### config.mk
export PLATFORM = sky130hd
export DESIGN_NAME = mux2_rr_arbiter
export DESIGN_NICKNAME = d
export VERILOG_FILES = /design/src/rtl/mux2_rr_arbiter.sv
export SDC_FILE = /design/constraint.sdc
export NUM_CORES = 1
export LEC_CHECK = 0
export CAP_MARGIN = 20
export CORE_MARGIN = 2
export CORE_UTILIZATION = 39
export CTS_CLUSTER_DIAMETER = 60
export CTS_CLUSTER_SIZE = 25
export DETAILED_ROUTE_END_ITERATION = 10
export GPL_TIMING_DRIVEN = 0
export PLACE_DENSITY = 0.79
export SLEW_MARGIN = 40
export SYNTH_ARGS = -nofsm -noshare
export SYNTH_HDL_FRONTEND = slang
export SYNTH_SLANG_ARGS = --single-unit
### constraint.sdc
create_clock -name clk -period 2.1 [get_ports clk]
set_input_delay 0.42 -clock clk [delete_from_list [all_inputs] [get_ports clk]]
set_output_delay 0.42 -clock clk [all_outputs]
set_load 0.05 [all_outputs]
### src/rtl/mux2_rr_arbiter.sv
// mux2_rr_arbiter: round-robin owner of a shared 2:1 data mux.
// Locks the mux to one requester per packet, then hands off fairly.
//
// Ports:
//   clk, rst          clock, synchronous active-high reset
//   req0/data0/last0  requester 0 beat stream
//   req1/data1/last1  requester 1 beat stream
//   gnt0, gnt1        beat accepted from requester n this cycle
//   sel               mux select (0 = requester 0, 1 = requester 1)
//   out_valid/out_data/out_last/out_ready  downstream stream
//   busy              a grant is held
//   err               one-cycle pulse after a forced release
module mux2_rr_arbiter #(
  parameter int WIDTH     = 8,
  parameter int MAX_BEATS = 16
) (
  input  logic             clk,
  input  logic             rst,
  input  logic             req0,
  input  logic [WIDTH-1:0] data0,
  input  logic             last0,
  input  logic             req1,
  input  logic [WIDTH-1:0] data1,
  input  logic             last1,
  output logic             gnt0,
  output logic             gnt1,
  output logic             sel,
  output logic             out_valid,
  output logic [WIDTH-1:0] out_data,
  output logic             out_last,
  input  logic             out_ready,
  output logic             busy,
  output logic             err
);

  localparam int CW = $clog2(MAX_BEATS + 1);

  typedef enum logic [1:0] {
    IDLE   = 2'd0,
    GRANT0 = 2'd1,
    GRANT1 = 2'd2
  } state_t;

  state_t          state;
  logic            prio;
  logic [CW-1:0]   cnt;

  logic cur_req;
  logic cur_last;
  logic other_req;
  logic xfer;
  logic at_limit;
  logic release_pkt;

  always_comb begin
    cur_req   = 1'b0;
    cur_last  = 1'b0;
    other_req = 1'b0;
    case (state)
      GRANT0: begin
        cur_req   = req0;
        cur_last  = last0;
        other_req = req1;
      end
      GRANT1: begin
        cur_req   = req1;
        cur_last  = last1;
        other_req = req0;
      end
      default: begin
        cur_req   = 1'b0;
        cur_last  = 1'b0;
        other_req = 1'b0;
      end
    endcase
  end

  assign sel       = (state == GRANT1);
  assign busy      = (state != IDLE);
  assign out_valid = cur_req;
  assign out_last  = cur_last;
  assign out_data  = sel ? data1 : data0;

  assign xfer = out_valid & out_ready;
  assign gnt0 = xfer & (state == GRANT0);
  assign gnt1 = xfer & (state == GRANT1);

  // This transfer would bring the beat count up to MAX_BEATS.
  assign at_limit    = (cnt == CW'(MAX_BEATS - 1));
  assign release_pkt = xfer & (cur_last | at_limit);

  always_ff @(posedge clk) begin
    if (rst) begin
      state <= IDLE;
      prio  <= 1'b0;
      cnt   <= '0;
      err   <= 1'b0;
    end else begin
      err <= 1'b0;
      case (state)
        IDLE: begin
          cnt <= '0;
          // Tie goes to prio; a lone request wins outright.
          if (req0 & (~req1 | ~prio)) begin
            state <= GRANT0;
          end else if (req1) begin
            state <= GRANT1;
          end
        end
        GRANT0, GRANT1: begin
          if (xfer) begin
            cnt <= cnt + CW'(1);
          end
          if (release_pkt) begin
            prio  <= ~sel;
            cnt   <= '0;
            // Limit hit without last: packet is cut short.
            err   <= ~cur_last;
            // Go straight to the waiting peer, no idle bubble.
            if (other_req) begin
              state <= sel ? GRANT0 : GRANT1;
            end else begin
              state <= IDLE;
            end
          end
        end
        default: begin
          state <= IDLE;
          cnt   <= '0;
        end
      endcase
    end
  end

endmodule
==> impl_metrics.yaml <==
status:
  status: "finished, final reports clean"
yosys:
  ys_seq_area_frac: 0.244
  synth_area_um2: 738
  synth.top_cell.area_share: 0.244
  syn-instance-count: 74
  yosys-top-cells-area: "dfxtp_1, mux2_2, ha_1"
  syn-num-nets: 104
  synth_common_cells: "dfxtp_1, mux2_2, ha_1"
  synth_edf_count: 0
  synthArstFlopShare: 0
  yosysMostFrequentCell: "dfxtp_1"
  ys_ff_latch: 9
  yosysTopAreaCell: "dfxtp_1"
  synthFlopType: "dfxtp_1"
  ys_types: 35
  avgSynthCellArea_um2: 9.98
  ys_warn_count: 0
worst_setup_path:
  worstSetupEndpointType: "output pin"
  worstSetupPathType: "reg2out"
  r2r-start: "cnt[0]"
  required_ns: 1.68
  critPathMaxFanout: 10
  crit_path_start: "state[0]"
  r2r_end: "state[0]"
  reg2regPathDepth: 6
  crit_end: "out_last"
  r2r_slack_ns: 0.33
  cp-start-kind: "flip-flop"
  worstPathArrival_ns: 1.63
global_routing:
  grt_overflow_total: 0
  globalRouteTotalUtil: 0.177
  grt_start_max_net_pins: 11
  grt_pass1_wl_um: 2810
  antenna_found_initial: 0
  grt_pass1_vias: 648
sta:
  fin_skew_ns: 0.00679
  worst_pin_slew_ns: 0.497
  max_clock_freq_ghz: 0.489
  period_needed_ns: 2.05
  setup_viol: 0
  post-route-period-util: 0.974
  rsz0062_at_grt: "no"
  drv_slew: 0
  max_slew_margin: 0.668
  finalHoldViolCount: 0
drt:
  ant_nets: 0
  avgRoutedWirePerCell_um: 13.6
  drt-total-wl_um: 1930
  drt_iter0_drc: 4
  route.vias.total: 711
  viasPerCell: 5.01
  dr.pass1.iters: 4
  remaining_drc_errors: 0
cts:
  cts_tree: "done"
  clockRootBuffer: "clkbuf_4"
  cts_max_level: 1
  cts_made_buffers: 3
  cts_buffer_depth: 2
  cts_hold_buf: 0
  clock_latency_ns: 0.26
  cts.sinks: 9
  clk_pin_slew_ns: 0.07
floorplanning:
  ioPinCount: 38
  start_util: 0.423
  die_area_um2: 2260
  rows: 15
  die_x_um: 47.5
  die_y_um: 47.5
  coreArea_um2: 1750
power_and_ir_drop:
  p_leak_nw: 0.496
  finalPower_mw: 0.909
  ir_drop_v: 0.000568
  power_density_nw_per_um2: 764
final_layout:
  diodes: 0
  drive_gt1_frac: 0.393
  finish.utilization: 0.682
  finalNetCount: 148
  syn2layout_area_growth_pct: 61.2
placed_design:
  dp_hpwl_um: 1550
  port_buffers: 37
  gp_congestion: 0.817
flow_run:
  maxCapViolCount: 0
min_path:
  min_path_type: "reg2reg"
[metal layers]
layer / GRT usage / routed length [µm] / up-vias
li1: - / - / 356
met1: 0.182 / 771 / 318
met2: 0.346 / 929 / 37
met3: 0.0453 / 229 / 0
met4: 0.0500 / 0 / 0
met5: 0 / 0 / -
[power by group]
part | switching (mW) | internal [mW]
Combinational | 0.331 | 0.239
Sequential | 0.0166 | 0.185
Clock | 0.0641 | 0.0733
Total | 0.412 | 0.498
[sequential cells by signal (all words and copies together) (netlist names)]
register,count
state,2
cnt,5
err,1
prio,1
[worst min-delay path by stage]
stage,start,end,slack (ns),cells past startpoint
after floorplan,prio,prio,0.44,2
after global placement,prio,prio,0.46,2
after detailed placement,prio,prio,0.47,2
after CTS,prio,prio,0.49,2
after global routing,prio,prio,0.51,2
final,prio,prio,0.48,2
[layout by cell type (no fill, tap or decap), types with 2 or more instances in the layout]
master	n
ha_4	3
clkbuf_4	3
inv_1	2
dfxtp_4	2
ha_1	4
inv_4	2
and3_1	2
buf_2	9
dfxtp_1	7
a22o_4	2
and4_1	2
o21ai_0	2
xnor2_1	3
dlygate4sd2_1	3
buf_6	2
a21oi_1	3
buf_8	2
nor2_1	6
clkdlybuf4s50_1	21
and2_4	2
buf_4	4
mux2_2	8
[layout make-up]
class / count / area, µm²
inverter: 5 / 23.8
timing repair buffer: 41 / 365
buffer: 1 / 11.3
multi-input combinational: 57 / 544
tap: 25 / 31.3
clock buffer: 4 / 26.3
sequential: 9 / 188
fill: 144 / 556
[logic make-up after synthesis]
logic type	after synthesis	synth area share
compound gates	15	0.180
flops	9	0.244
mux	9	0.136
simple gates	23	0.195
buf+inv	8	0.0915
fa+ha+maj	7	0.119
xor+xnor	3	0.0356
[critical path, cell delays in order (launching register included)]
cell     delay, ns
dfxtp_4       0.38
inv_4         0.06
ha_4          0.17
buf_6         0.14
a22o_4        0.26
and2_2        0.20
buf_6         0.15
[repair_timing]
action                     4_1_cts  5_1_grt
buffers inserted                 4        0
gates resized for setup         82        8
setup endpoints to repair       14        5
[through the flow]
step | cells | cell area (µm²) | setup WS, ns | hold slack [ns] | setup TNS, ns
after floorplan | 74 | 742 | 0.0637 | 0.441 | 0
after global placement | 136 | 1140 | -0.830 | 0.464 | -3.55
after detailed placement | 136 | 1140 | -0.848 | 0.475 | -3.85
after CTS | 143 | 1220 | -0.00398 | 0.488 | -0.00715
after global routing | 142 | 1190 | 0.00857 | 0.509 | 0
final | 142 | 1190 | 0.0546 | 0.484 | 0
Note: power is estimated with default switching activity, not from simulation.
